[src/rtl/param_counter_if.sv]
// Interface for param_counter: control inputs, terminal configuration and status outputs.
// The capture port pair exists only when PARAM_COUNTER_CAPTURE_EN is defined.
interface param_counter_if #(
    parameter int WIDTH = 16,
    parameter int PRE_W = 8
);
    logic             en;
    logic             up_dn;
    logic [1:0]       mode;
    logic             clear;
    logic             load;
    logic [WIDTH-1:0] load_value;
    logic [WIDTH-1:0] limit;
    logic [PRE_W-1:0] prescale;
    logic [WIDTH-1:0] counter;
    logic             tc;
    logic             overflow;
    logic             done;
`ifdef PARAM_COUNTER_CAPTURE_EN
    logic             capture;
    logic [WIDTH-1:0] capture_value;

    modport master (
        output en, up_dn, mode, clear, load, load_value, limit, prescale, capture,
        input  counter, tc, overflow, done, capture_value
    );
    modport slave (
        input  en, up_dn, mode, clear, load, load_value, limit, prescale, capture,
        output counter, tc, overflow, done, capture_value
    );
`else
    modport master (
        output en, up_dn, mode, clear, load, load_value, limit, prescale,
        input  counter, tc, overflow, done
    );
    modport slave (
        input  en, up_dn, mode, clear, load, load_value, limit, prescale,
        output counter, tc, overflow, done
    );
`endif
endinterface

[src/rtl/param_counter.sv]
// Prescaled up/down counter with wrap, saturate and one-shot terminal behaviour.
// Optional input capture register is compiled in with PARAM_COUNTER_CAPTURE_EN.
module param_counter #(
    parameter int WIDTH = 16,
    parameter int PRE_W = 8
) (
    input logic          clk,
    input logic          rst_n,
    param_counter_if.slave io_bus
);
    localparam logic [1:0] MODE_SAT  = 2'b01;
    localparam logic [1:0] MODE_ONCE = 2'b10;

    logic [WIDTH-1:0] r_cnt;
    logic [PRE_W-1:0] r_pre;
    logic             r_tc;
    logic             r_ovf;
    logic             r_done;

    logic             w_tick;
    logic             w_term;
    logic [WIDTH-1:0] w_step;
    logic             w_step_term;

    assign w_tick      = io_bus.en && (r_pre == io_bus.prescale);
    assign w_term      = io_bus.up_dn ? (r_cnt >= io_bus.limit) : (r_cnt == '0);
    assign w_step      = io_bus.up_dn ? r_cnt + 1'b1 : r_cnt - 1'b1;
    // Saturate mode flags tc on the step that lands on the terminal value.
    assign w_step_term = io_bus.up_dn ? (w_step >= io_bus.limit) : (w_step == '0);

    always_ff @(posedge clk or negedge rst_n) begin
        if (!rst_n) begin
            r_cnt  <= '0;
            r_pre  <= '0;
            r_tc   <= 1'b0;
            r_ovf  <= 1'b0;
            r_done <= 1'b0;
        end else begin
            r_tc <= 1'b0;
            if (io_bus.clear) begin
                r_cnt  <= '0;
                r_pre  <= '0;
                r_ovf  <= 1'b0;
                r_done <= 1'b0;
            end else if (io_bus.load) begin
                r_cnt  <= io_bus.load_value;
                r_pre  <= '0;
                r_done <= 1'b0;
            end else if (w_tick) begin
                r_pre <= '0;
                if (!r_done) begin
                    if (!w_term) begin
                        r_cnt <= w_step;
                        r_tc  <= (io_bus.mode == MODE_SAT) && w_step_term;
                    end else if (io_bus.mode == MODE_ONCE) begin
                        r_tc   <= 1'b1;
                        r_done <= 1'b1;
                    end else if (io_bus.mode != MODE_SAT) begin
                        r_cnt <= io_bus.up_dn ? '0 : io_bus.limit;
                        r_tc  <= 1'b1;
                        r_ovf <= 1'b1;
                    end
                end
            end else if (io_bus.en) begin
                r_pre <= r_pre + 1'b1;
            end
        end
    end

    assign io_bus.counter  = r_cnt;
    assign io_bus.tc       = r_tc;
    assign io_bus.overflow = r_ovf;
    assign io_bus.done     = r_done;

`ifdef PARAM_COUNTER_CAPTURE_EN
    logic [WIDTH-1:0] r_cap;

    always_ff @(posedge clk or negedge rst_n) begin
        if (!rst_n) begin
            r_cap <= '0;
        end else if (io_bus.capture) begin
            r_cap <= r_cnt;
        end
    end

    assign io_bus.capture_value = r_cap;
`endif
endmodule

[src/flat_wrapper.sv]
// flat-port wrapper written by rule: the top's interface ports become plain ports
module param_counter_flat 
#(
    parameter int WIDTH = 16,
    parameter int PRE_W = 8
)
  (clk, rst_n, io_bus_en, io_bus_up_dn, io_bus_mode, io_bus_clear, io_bus_load, io_bus_load_value, io_bus_limit, io_bus_prescale, io_bus_counter, io_bus_tc, io_bus_overflow, io_bus_done);
  param_counter_if #(.WIDTH(WIDTH), .PRE_W(PRE_W)) io_bus_i ();
  input logic clk;
  input logic rst_n;
  input wire logic [$bits(io_bus_i.en)-1:0] io_bus_en;
  input wire logic [$bits(io_bus_i.up_dn)-1:0] io_bus_up_dn;
  input wire logic [$bits(io_bus_i.mode)-1:0] io_bus_mode;
  input wire logic [$bits(io_bus_i.clear)-1:0] io_bus_clear;
  input wire logic [$bits(io_bus_i.load)-1:0] io_bus_load;
  input wire logic [$bits(io_bus_i.load_value)-1:0] io_bus_load_value;
  input wire logic [$bits(io_bus_i.limit)-1:0] io_bus_limit;
  input wire logic [$bits(io_bus_i.prescale)-1:0] io_bus_prescale;
  output wire logic [$bits(io_bus_i.counter)-1:0] io_bus_counter;
  output wire logic [$bits(io_bus_i.tc)-1:0] io_bus_tc;
  output wire logic [$bits(io_bus_i.overflow)-1:0] io_bus_overflow;
  output wire logic [$bits(io_bus_i.done)-1:0] io_bus_done;
  assign io_bus_i.en = io_bus_en;
  assign io_bus_i.up_dn = io_bus_up_dn;
  assign io_bus_i.mode = io_bus_mode;
  assign io_bus_i.clear = io_bus_clear;
  assign io_bus_i.load = io_bus_load;
  assign io_bus_i.load_value = io_bus_load_value;
  assign io_bus_i.limit = io_bus_limit;
  assign io_bus_i.prescale = io_bus_prescale;
  assign io_bus_counter = io_bus_i.counter;
  assign io_bus_tc = io_bus_i.tc;
  assign io_bus_overflow = io_bus_i.overflow;
  assign io_bus_done = io_bus_i.done;
  param_counter #(.WIDTH(WIDTH), .PRE_W(PRE_W)) u_core (.clk(clk), .rst_n(rst_n), .io_bus(io_bus_i));
endmodule
[config.mk]
export PLATFORM = sky130hd
export DESIGN_NAME = param_counter_flat
export DESIGN_NICKNAME = d
export VERILOG_FILES = /design/src/rtl/param_counter_if.sv /design/src/rtl/param_counter.sv /design/src/flat_wrapper.sv
export SDC_FILE = /design/constraint.sdc
export NUM_CORES = 1
export LEC_CHECK = 0
export ABC_AREA = 0
export BUFFER_PORTS_ARGS = -buffer_cell sky130_fd_sc_hd__buf_2
export CORE_ASPECT_RATIO = 2
export CORE_UTILIZATION = 51
export DETAILED_ROUTE_END_ITERATION = 12
export GPL_TIMING_DRIVEN = 0
export HOLD_SLACK_MARGIN = 0.08
export PLACE_DENSITY = 0.75
export RECOVER_POWER = 25
export REMOVE_ABC_BUFFERS = 1
export SYNTH_ARGS = -nofsm -noshare
export SYNTH_HDL_FRONTEND = slang
export SYNTH_SLANG_ARGS = --single-unit
[constraint.sdc]
create_clock -name clk -period 3.3 [get_ports clk]
set_input_delay 0.495 -clock clk [delete_from_list [all_inputs] [get_ports clk]]
set_output_delay 0.495 -clock clk [all_outputs]
set_load 0.02 [all_outputs]
Word level (Yosys, flattened, before mapping)
Cells that the tools add are included.
- register bits after elaboration: 27
- add/subtract/negate cells: 3
- order comparisons: 2
- equal/unequal tests: 10
- muxes and demuxes: 35
- reductions and logical operators: 11
- operator list (operator ; number):
    $mux 16 ; 9
    $ge 16x16->1 ; 2
    $logic_not 16->1 ; 2
    $mux 8 ; 4
    $mux 1 ; 22
    $add 16x1->16 const B ; 1
    $sub 16x1->16 const B ; 1
    $add 8x1->8 const B ; 1
    $eq 8x8->1 ; 1
    $ne 4x4->1 const B ; 2
    $ne 2x2->1 const B ; 3
    $reduce_and 6->1 ; 1
    $reduce_bool 2->1 ; 3
    $reduce_and 4->1 ; 1
    $reduce_bool 4->1 ; 1
    $ne 3x3->1 const B ; 1
    $reduce_bool 3->1 ; 1
    $eq 2x1->1 const B ; 1
    $eq 2x2->1 const B ; 1
    $logic_and 1x1->1 ; 2
    $ne 2x1->1 const B ; 1

Logic depth before layout (Yosys ltp)
Gate-level depths: netlist (run 1).
- word-level depth: 10
- mapped depth: 20

Worst setup path after synthesis (run 1)
No wires, ideal clock.
- path kind: input to register
- from: input port io_bus_up_dn
- to: register u_core.r_tc (netlist: u_core.io_bus.tc)
- setup time: 0.077 ns
- arrival time: 3.872 ns
- data required time: 3.223 ns
- setup slack: -0.649 ns
- stages on the path: 19
- buffers on the path: 2
- path through: clkbuf_1 -> inv_2 -> ha_1 -> buf_6 -> a21o_1 -> a31o_1 -> a221oi_4 -> o21ai_1 -> a21oi_2 -> xnor2_1 -> ha_1 -> inv_1 -> o2111ai_1 -> a2111o_1 -> o211ai_1 -> or3_1 -> nor4_1 -> nand4b_1 -> a21oi_1
- longest elaborated chain between the ends: 9
- elaborated cells between the ends (all ways): 11
- ends and longest elaborated chain (element ; line ; source):
    start: declaration ; flat_wrapper.sv:12 ; input wire logic [$bits(io_bus_i.up_dn)-1:0] io_bus_up_dn;
    $mux 16 ; param_counter.sv:27 ; assign w_step = io_bus.up_dn ? r_cnt + 1'b1 : r_cnt - 1'b1;
    $ge 16x16->1 or $logic_not 16->1 (tied branches) ; param_counter.sv:29 ; assign w_step_term = io_bus.up_dn ? (w_step >= io_bus.limit) : (w_step == '0);
    $mux 1 ; param_counter.sv:29 ;
    $logic_and 1x1->1 ; param_counter.sv:54 ; r_tc <= (io_bus.mode == MODE_SAT) && w_step_term;
    $mux 1 (*) ; param_counter.sv:52 ; if (!w_term) begin
    $mux 1 (*) ; param_counter.sv:51 ; if (!r_done) begin
    $mux 1 (*) ; param_counter.sv:49 ; end else if (w_tick) begin
    $mux 1 (*) ; param_counter.sv:45 ; end else if (io_bus.load) begin
    $mux 1 (*) ; param_counter.sv:40 ; if (io_bus.clear) begin
    end signal: assignment ; param_counter.sv:54 ;
    end: declaration ; param_counter.sv:16 ; logic r_tc;
Mark *: on every way between the ends. The rest lies on a longest branch, timed or not.
A chain may end at the register's enable or synchronous reset.

Worst setup path after layout (run 1)
- from: register u_core.r_cnt[9] (netlist: u_core.io_bus.counter[9])
- to: register u_core.r_tc (netlist: u_core.io_bus.tc)
- longest elaborated chain between the ends: 10
- elaborated cells between the ends (all ways): 15
- ends and longest elaborated chain (element ; line ; source):
    start: declaration ; param_counter.sv:14 ; logic [WIDTH-1:0] r_cnt;
    start signal: assignment ; param_counter.sv:46 ; r_cnt <= io_bus.load_value;
    start signal: assignment ; param_counter.sv:53 ; r_cnt <= w_step;
    start signal: assignment ; param_counter.sv:59 ; r_cnt <= io_bus.up_dn ? '0 : io_bus.limit;
    $sub 16x1->16 or $add 16x1->16 (tied branches) ; param_counter.sv:27 ;
    $mux 16 ; param_counter.sv:27 ;
    $ge 16x16->1 or $logic_not 16->1 (tied branches) ; param_counter.sv:29 ;
    $mux 1 ; param_counter.sv:29 ;
    $logic_and 1x1->1 ; param_counter.sv:54 ;
    $mux 1 (*) ; param_counter.sv:52 ;
    $mux 1 (*) ; param_counter.sv:51 ;
    $mux 1 (*) ; param_counter.sv:49 ;
    $mux 1 (*) ; param_counter.sv:45 ;
    $mux 1 (*) ; param_counter.sv:40 ;
Marks and branches as above.

==> results of run 1 <==
==> synth_stat cells, types with 4 or more instances <==
master	number	area share, %
a31oi_1	4	0.77
and3_1	5	0.96
inv_1	32	3.7
buf_2	4	0.62
a32o_1	9	2.8
nor3_1	16	2.5
nand4_1	4	0.77
o2111ai_1	6	1.6
nand3_1	9	1.4
a21o_1	5	1.2
o31ai_1	8	1.9
a211oi_1	7	1.6
nand2b_1	11	2.1
a21oi_1	23	3.6
dfrtp_1	27	21
xor2_1	15	4.1
nor4_1	10	1.9
xnor2_1	9	2.4
clkbuf_1	7	0.81
o211ai_1	4	0.93
nor2_1	30	3.5
ha_1	48	19
nand2_1	28	3.2
o21ai_0	15	2.3
o21ai_1	5	0.77
==> through the flow <==
stage / instance area [um2] / setup WS [ps] / util [%]
after floorplan: 3180 / -551 / -
after global placement: 3610 / -1620 / 59.7
after detailed placement: 3640 / -1480 / 60.1
after CTS: 4170 / -464 / 68.8
after global routing: 4350 / -534 / 71.8
final: 4350 / -450 / 71.8
==> flip-flops by register name, indices dropped and copies added (netlist names) <==
signal / count
u_core.io_bus.counter: 16
u_core.r_pre: 8
u_core.io_bus.done: 1
u_core.io_bus.overflow: 1
u_core.io_bus.tc: 1
==> kinds of logic after synthesis <==
kind of cell | count (synthesis)
AND/OR/NAND/NOR | 128
AO/OA/AOI/OAI | 117
adder cells (fa/ha/maj) | 49
buffers and inverters | 47
flip-flops | 27
XOR/XNOR | 24
multiplexers | 3
==> metal layers <==
layer / vias to the layer above / track usage [%] / wire (um)
li1: 1653 / - / -
met3: 42 / 2.02 / 362
met4: 0 / 18.6 / 487
met5: - / 0 / 0
met1: 1695 / 35.2 / 3890
met2: 120 / 58.5 / 5960
==> layout make-up <==
cell class	count	share of cell area [%]
multi-input cells	322	64.1
flip-flops and latches	27	15.9
inverters	34	3.31
clock buffers	4	1.81
repair inverters	2	0.403
well taps	84	2.42
repair buffers	88	12.1
==> power by group <==
group | internal, mW | leakage, nW | switching [mW]
clock network | 0.166 | 0.0382 | 0.114
logic | 0.479 | 1.60 | 0.605
registers | 0.360 | 0.344 | 0.0500
total | 1.00 | 1.99 | 0.770
==> cell usage in the layout, fill, tap and decap left out, drive strengths merged, types with 5 or more instances in the layout <==
| master | instances |
|---|---|
| ha | 48 |
| and3 | 5 |
| a32o | 9 |
| xor2 | 15 |
| nor4 | 10 |
| a21o | 5 |
| nor3 | 17 |
| nor2 | 31 |
| o31ai | 9 |
| buf | 87 |
| xnor2 | 9 |
| nand2b | 11 |
| o21ai | 20 |
| nand2 | 28 |
| dfrtp | 27 |
| nand3 | 9 |
| a211oi | 8 |
| inv | 36 |
| clkbuf | 5 |
| o2111ai | 6 |
| o311ai | 6 |
| o211ai | 5 |
| a21oi | 25 |
==> timing repair <==
| action | CTS | global route |
|---|---|---|
| hold buffers | 0 | 0 |
| pin swaps | 26 | 24 |
| resized for setup | 60 | 24 |
| setup buffers | 17 | 4 |
| setup endpoints to repair | 11 | 10 |
| gates cloned | 2 | 1 |
==> path summary, 6_finish.rpt <==
kind	startpoint	slack, ps	end	cells past startpoint
setup / recovery	u_core.io_bus.counter[9]	-450	u_core.io_bus.tc	16
hold / removal	io_bus_clear	460	u_core.io_bus.overflow	2
setup reg to reg	u_core.io_bus.counter[9]	-450	u_core.io_bus.tc	16
hold reg to reg	u_core.io_bus.overflow	530	u_core.io_bus.overflow	2
max in group asynchronous	rst_n	1730	u_core.io_bus.counter[2]	1
min in group asynchronous	rst_n	570	u_core.r_pre[0]	1
==> impl_metrics.tcl, run 1 <==
set metrics [dict create \
    status "complete, but fails checks" \
    failed_checks "capacitance limit, setup timing" \
    irDropWorstVdd_uv 422 \
    synth_seq_cells 27 \
    ios 67 \
    clock_latency_ps 270 \
    cts_root_buf "clkbuf_16" \
    numCtsBuffers 3 \
    start_util_pct 53.5 \
    drv_cap 1 \
    ys_warn_count 0 \
    drive_above_1_share_pct 34.6 \
    ant_nets 0 \
    final_nets 575 \
    synth_top_family_by_area "compound AO/OA/AOI/OAI gates" \
    gp_congestion 0.985 \
    critPathKind "flop to flop" \
    multiInputGateArea_um2 2790 \
    cp.required_ps 3490 \
    die_area_um2 6700 \
    critical_path.top_delay_family "compound AO/OA/AOI/OAI gates" \
    gr-total-overflow 0 \
    setup_ws_ps -450 \
    drv_slew 0 \
    diodes 0 \
    yosys.area_share.simple_pct 19.7 \
    worst-path-max-fanout 4 \
    arrival_ps 3940 \
    via_per_inst 6.26 \
    clk_pin_slew_ps 70 \
    wl_per_cell_um 19.1 \
    die_x_um 58.4 \
    ctsHtreeMaxLevel 1 \
    grt.total_usage_pct 32.0 \
    clk_path_buf_depth 2 \
    powerDensity_nw_per_um2 408 \
    cts.sinks 27 \
    cts_tree "yes" \
    end_kind "flop" \
    io_buffers 66 \
    finalSetupTns_ps -450 \
    skew_ps 4.71 \
    holdCritPathClass "input pin to flop" \
    fp-row-count 40 \
    synthCells 395 \
    p_leak_nw 1.99 \
    ys.flop_type "dfrtp_1" \
    drc 0 \
    synth_compound_area_share_pct 26.9 \
    synthArstFlopShare_pct 100 \
    fin_cells 561 \
    syn_area_per_cell_um2 8.21 \
    fp.coreArea_um2 6060 \
    placed_cells 533 \
    antenna_found_initial 0 \
    worstPathCellList "ha_4, buf_4, a31o_1, a221oi_4, o21ai_2, a21oi_2, xnor2_2, ha_4, inv_1, o2111ai_2, a2111o_1, o211ai_1, or3_4, nor4_4, nand4b_1, a21oi_2" \
    synthDistinctLibCells 64 \
    rsz0062_at_grt "yes" \
    cp-start-kind "flop" \
    critPathMaxStageDelay_ps 450 \
    crit_slowest_cell "dfrtp_2" \
    fin_crit_sh_pct 114 \
    fmax_mhz 267 \
    synth_fa_ha_area_share_pct 19.1 \
    hold_viol 0 \
    dr.first_iter.drc_count 203 \
    seq_area_um2 691 \
    setup_viol 1 \
    slew_headroom_pct 0.157 \
    nFillCells 478 \
    syn_to_final_growth_pct 34.2 \
    synth_xor_xnor_area_share_pct 6.48 \
    syn-cell-area_um2 3240 \
    holdWs_ps 459 \
    synth.area.mux_share_pct 1.00 \
    synth_edf_count 0 \
    synth-seq-area-share_pct 20.8 \
    die_y_um 115 \
    tightest_slew_ps 1500 \
    wl_mm 10.7 \
    grt_pass1_wl_mm 16.4 \
    drtPass1Iterations 5 \
    vias 3510 \
    grt_max_degree 28 \
    finalPower_mw 1.77 \
    first_global_vias 3476 \
    finalCriticalPeriod_ps 3750 \
    dp_hpwl_mm 7.43 \
    critical_path_buf_inv_count 2 \
]
(Power assumes the default switching activity.)
==> run 2, diff against run 1 <==
--- a/config.mk
+++ b/config.mk
@@ -7,7 +7,6 @@
 export LEC_CHECK = 0
 export ABC_AREA = 0
 export BUFFER_PORTS_ARGS = -buffer_cell sky130_fd_sc_hd__buf_2
-export CORE_ASPECT_RATIO = 2
 export CORE_UTILIZATION = 51
 export DETAILED_ROUTE_END_ITERATION = 12
 export GPL_TIMING_DRIVEN = 0
==> run 2 against run 1 <==
Effect of this change:
- worst hold slack worse by 5.3 ps
- cell count decreased by 2.1%
- first-iteration DRC count up 10%
- the flow finishes with violations (capacitance limit, slew limit, setup timing)
- sequential power hardly changed
- count of clock-buffer cells in the layout unchanged
- setup slack got worse by 17 ps
==> impl_metrics.tcl, run 2 (same netlist as run 1, synthesis figures left out) <==
set metrics [dict create \
    via_per_inst 6.48 \
    ant_nets 0 \
    fin_crit_sh_pct 114 \
    gr-total-overflow 0 \
    drv_slew 27 \
    r2r_cells 17 \
    p_leak_nw 1.95 \
    critical_path.top_delay_family "compound AO/OA/AOI/OAI gates" \
    hold_viol 0 \
    arrival_ps 3970 \
    dr.first_iter.drc_count 224 \
    critPathKind "flop to flop" \
    layout_commonest_cell "buf_2" \
    cp.required_ps 3500 \
    setup_ws_ps -467 \
    setup_viol 1 \
    cts_root_buf "clkbuf_8" \
    cts.sinks 27 \
    slew_headroom_pct -0.129 \
    rsz0062_at_grt "yes" \
    grt_max_degree 28 \
    worst-path-max-fanout 6 \
    clockPowerShare_pct 11.5 \
    syn_to_final_growth_pct 31.0 \
    clock_latency_ps 270 \
    p_int_mw 0.922 \
    fp.coreArea_um2 6030 \
    antenna_found_initial 0 \
    cp-start-kind "flop" \
    worstHoldStart "io_bus_clear" \
    finalPower_mw 1.68 \
    drv_cap 1 \
    largest_reg_flops 16 \
    dp_hpwl_mm 6.91 \
    critPathMaxStageDelay_ps 450 \
    share_comb_of_total_power_pct 64.1 \
    grt_pass1_wl_mm 15.5 \
    failed_checks "capacitance limit, slew limit, setup timing" \
    powerDensity_nw_per_um2 395 \
    reg2reg_setup_slack_ps -470 \
    final_cell_mix "buf_2 (64), ha_1 (33), inv_1 (30), nor2_1 (30), nand2_1 (28)" \
    die_area_um2 6680 \
    diodes 0 \
    io_buffers 66 \
    vias 3558 \
    wl_per_cell_um 18.7 \
    holdPathStages 2 \
    status "complete, but fails checks" \
    stdcell_area_um2 4250 \
    swShare_pct 45.1 \
    switchingPower_mw 0.758 \
    irDropWorstVdd_uv 254 \
    timing.rr.end "u_core.io_bus.tc" \
    ctsHtreeMaxLevel 1 \
    numCtsBuffers 3 \
    gp_congestion 0.894 \
    nFillCells 497 \
    clk_pin_slew_ps 90 \
    tightest_slew_ps 1500 \
    critical_path_buf_inv_count 1 \
    ios 67 \
    cts_tree "yes" \
    finalCriticalPeriod_ps 3770 \
    fmax_mhz 265 \
    grt.total_usage_pct 30.5 \
    die_y_um 81.7 \
    worstPathCellList "ha_4, a21o_1, a31o_1, a221oi_4, o21bai_2, a21oi_2, xnor2_2, inv_2, ha_4, nand4_1, o2111ai_2, a41o_1, o211ai_1, or3_4, nor4_4, nand4b_1, a21oi_2" \
    drive_above_1_share_pct 33.3 \
    min_to "u_core.io_bus.overflow" \
    end_kind "flop" \
    crit_slowest_cell "dfrtp_2" \
    drc 0 \
    first_global_vias 3195 \
    placed_area_um2 3630 \
    skew_ps 2.13 \
    final_util_pct 70.5 \
    holdCritPathClass "input pin to flop" \
    fp-row-count 28 \
    start_util_pct 53.8 \
    wl_mm 10.3 \
    final_nets 572 \
    drtPass1Iterations 5 \
    seq_power_share_pct 24.4 \
    clk_path_buf_depth 2 \
    r2r-start "u_core.io_bus.counter[9]" \
    die_x_um 81.7 \
]
-- run 2: cell types whose count changed in the layout (fill, tap and decap cells not counted), moves of 2 or more --
cell	delta
a21oi_2	+2
dfrtp_1	+3
clkbuf_8	+3
clkbuf_16	-3
dfrtp_2	-3
buf_4	-2
-- run 2: per-stage QoR --
stage,setup TNS (ps),setup slack (ps),hold WS (ps),instances
CTS,-517,-517,250,542
detailed placement,-3680,-1540,512,524
global route,-572,-572,444,549
finish,-467,-467,454,549
floorplan,-7080,-551,199,382
global placement,-24350,-1610,504,523
-- run 2: timing repair --
| item | 4_1_cts | 5_1_grt |
|---|---|---|
| hold buffers | 0 | 0 |
| endpoints found under the setup margin | 13 | 10 |
| setup buffers | 13 | 6 |
| cloned | 1 | 1 |
| pin swaps | 27 | 23 |
| resized for setup | 57 | 17 |
-- run 2: metal layers --
layer	vias up	global-route usage (%)	wire length, um
met5	-	0	0
met4	0	10.2	342
met3	34	4.11	817
met2	192	50.6	4890
met1	1676	40.7	4240
li1	1656	-	-
-- run 2: worst reg2reg max path, cell delays in order, from the launching register on --
cell and delay (ps):
dfrtp_2 450, ha_4 280, a21o_1 180, a31o_1 220
a221oi_4 390, o21bai_2 100, a21oi_2 180, xnor2_2 150
inv_2 70, ha_4 260, nand4_1 100, o2111ai_2 100
a41o_1 150, o211ai_1 160, or3_4 390, nor4_4 170
nand4b_1 180, a21oi_2 180
-- run 2: power groups by stage --
stage	Combinational [mW]	Sequential, mW	Clock (mW)
2_1_floorplan	0.548	0.425	0
3_3_place_gp	0.767	0.410	0
3_5_place_dp	0.792	0.411	0
4_1_cts	0.972	0.406	0.194
5_1_grt	1.17	0.411	0.211
6_report	1.08	0.409	0.194
-- run 2: how the worst max path moves through the flow --
stage / startpoint / end / depth (start not counted)
final: u_core.io_bus.counter[9] / u_core.io_bus.tc / 17
after global routing: u_core.io_bus.counter[9] / u_core.io_bus.tc / 17
after CTS: u_core.io_bus.counter[1] / u_core.io_bus.tc / 16
after detailed placement: io_bus_up_dn / u_core.io_bus.tc / 17
after global placement: u_core.io_bus.counter[0] / u_core.io_bus.counter[11] / 10
after floorplan: u_core.io_bus.counter[0] / u_core.io_bus.counter[11] / 10
-- run 2: area by class of cell --
| cell class | count | area (um2) | share of cell area (%) |
|---|---|---|---|
| Clock buffer | 4 | 45.0 | 1.06 |
| Tap cell | 75 | 93.8 | 2.21 |
| Multi-Input combinational cell | 322 | 2760 | 65.0 |
| Sequential cell | 27 | 687 | 16.2 |
| Inverter | 34 | 144 | 3.39 |
| Timing Repair inverter | 1 | 8.76 | 0.206 |
| Timing Repair Buffer | 86 | 509 | 12.0 |
==> run 3, diff against run 2 <==
--- a/config.mk
+++ b/config.mk
@@ -7,6 +7,7 @@
 export LEC_CHECK = 0
 export ABC_AREA = 0
 export BUFFER_PORTS_ARGS = -buffer_cell sky130_fd_sc_hd__buf_2
+export CORE_MARGIN = 5
 export CORE_UTILIZATION = 51
 export DETAILED_ROUTE_END_ITERATION = 12
 export GPL_TIMING_DRIVEN = 0
==> run 3 against run 2 <==
Effect of this change:
- the run ends with setup timing left
- total power shrank 2.9%
- highest routed layer unchanged
- sequential power is essentially flat
- setup slack gained 17 ps
==> impl_metrics.tcl, run 3 (same netlist as run 1, synthesis figures left out) <==
set metrics [dict create \
    crit_path_start "io_bus_up_dn" \
    swShare_pct 44.8 \
    fmax_mhz 267 \
    fp-row-count 29 \
    status "complete, but fails checks" \
    hold_viol 0 \
    worstSetupEndpoint "u_core.io_bus.tc" \
    share_comb_of_total_power_pct 63.5 \
    holdBufCountCts 0 \
    fin_crit_sh_pct 114 \
    fp.coreArea_um2 6280 \
    slew_headroom_pct 1.60 \
    holdWs_ps 465 \
    drv_cap 0 \
    worst-path-max-fanout 12 \
    nFillCells 506 \
    ctsHtreeMaxLevel 1 \
    seq_power_share_pct 25.1 \
    clockPowerShare_pct 11.3 \
    multiInputGateArea_um2 2700 \
    r2r-start "u_core.io_bus.counter[7]" \
    wl_per_cell_um 18.5 \
    powerDensity_nw_per_um2 388 \
    diodes 0 \
    finalSetupTns_ps -450 \
    irDropWorstVdd_uv 294 \
    finalCriticalPeriod_ps 3750 \
    layout_commonest_cell "buf_2" \
    ant_nets 0 \
    antenna_found_initial 0 \
    reg2reg_setup_slack_ps -440 \
    vias 3477 \
    gp_congestion 0.981 \
    grt_max_degree 28 \
    setup_ws_ps -450 \
    final_nets 573 \
    seq_area_um2 689 \
    gr-total-overflow 0 \
    p_leak_nw 1.96 \
    tightest_slew_ps 1480 \
    skew_ps 2.47 \
    io_buffers 66 \
    cts.sinks 27 \
    die_y_um 89.7 \
    drc 0 \
    end_kind "flop" \
    die_area_um2 8050 \
    numCtsBuffers 3 \
    clk_path_buf_depth 2 \
    clk_pin_slew_ps 90 \
    dp_hpwl_mm 7.33 \
    place_ws_ps -1390 \
    timing.rr.end "u_core.io_bus.tc" \
    dr.first_iter.drc_count 228 \
    largest_reg_flops 16 \
    via_per_inst 6.30 \
    wl_mm 10.2 \
    drv_slew 0 \
    p_int_mw 0.900 \
    rsz0062_at_grt "yes" \
    start_util_pct 51.6 \
    r2r_cells 14 \
    cts_root_buf "clkbuf_8" \
    drive_above_1_share_pct 33.1 \
    switchingPower_mw 0.732 \
    ios 67 \
    critPathKind "input pin to flop" \
    first_global_vias 3450 \
    syn_to_final_growth_pct 29.8 \
    clock_latency_ps 270 \
    cp-start-kind "input pin" \
    die_x_um 89.7 \
    finalPower_mw 1.63 \
    final_cell_mix "buf_2 (64), ha_1 (35), inv_1 (31)" \
    setup_viol 1 \
    arrival_ps 3950 \
    final_util_pct 67.0 \
    grt.total_usage_pct 23.5 \
    holdCritPathClass "input pin to flop" \
    cts_tree "yes" \
    grt_pass1_wl_mm 16.0 \
    failed_checks "setup timing" \
    drtPass1Iterations 5 \
    cp.required_ps 3500 \
]
run 3: cell count changes in the layout (fill, tap and decap cells not counted), moves of 2 or more:
cell	previous run	this run
buf_4	19	21
dfrtp_1	18	16
dfrtp_2	9	11
ha_1	33	35
ha_4	12	9
run 3: worst max-delay path, cell delays in order:
cell and delay, ps:
buf_16 140, inv_16 110, ha_4 230, a21o_1 200, a31o_1 220, a221oi_4 350, o21ai_2 100, a21oi_2 200
xnor2_2 120, ha_1 330, inv_1 60, o2111ai_2 200, a41o_1 140, o211ai_1 130, or3_4 420, nor4_4 170
nand4b_1 170, a21oi_2 170
run 3: area by class of cell:
class                   count  share of cell area (%)
clock buffers               4                    1.07
inverters                  34                    3.42
multi-input cells         321                    64.2
flip-flops and latches     27                    16.4
well taps                  77                    2.29
repair buffers             88                    12.5
repair inverters            1                   0.208
run 3: worst min-delay path by stage:
stage	start	to	slack, ps	cells past startpoint
global placement	u_core.io_bus.overflow	u_core.io_bus.overflow	500	2
CTS	rst_n	u_core.io_bus.overflow	250	1
floorplan	rst_n	u_core.io_bus.counter[0]	200	0
detailed placement	u_core.io_bus.overflow	u_core.io_bus.overflow	500	2
finish	io_bus_clear	u_core.io_bus.overflow	460	2
global route	io_bus_clear	u_core.io_bus.overflow	470	2
run 3: power by group through the flow:
stage	combinational [mW]	clock (mW)	sequential, mW
after floorplan	0.548	0	0.425
after detailed placement	0.799	0	0.411
final	1.04	0.184	0.410
after CTS	0.903	0.187	0.405
after global placement	0.766	0	0.410
after global routing	1.12	0.203	0.414
run 3: metal layers:
layer  global-route usage (%)  up-vias  wire length (um)
met5                        0        -                 0
met2                     39.5      143              5030
met1                     29.9     1671              4360
met3                     3.09       24               573
met4                     10.3        0               239
li1                         -     1639                 -
run 3: what timing repair did:
item                                    CTS  global route
setup buffers                             8            13
gates resized for setup                  38            34
gates cloned                              1             0
endpoints found under the setup margin    2            11
pin swaps                                13            23
run 3: metrics by stage:
| step | area [um2] | instances |
|---|---|---|
| 4_1_cts | 3940 | 539 |
| 2_1_floorplan | 3180 | 382 |
| 5_1_grt | 4210 | 552 |
| 6_report | 4210 | 552 |
| 3_5_place_dp | 3630 | 526 |
| 3_3_place_gp | 3610 | 525 |
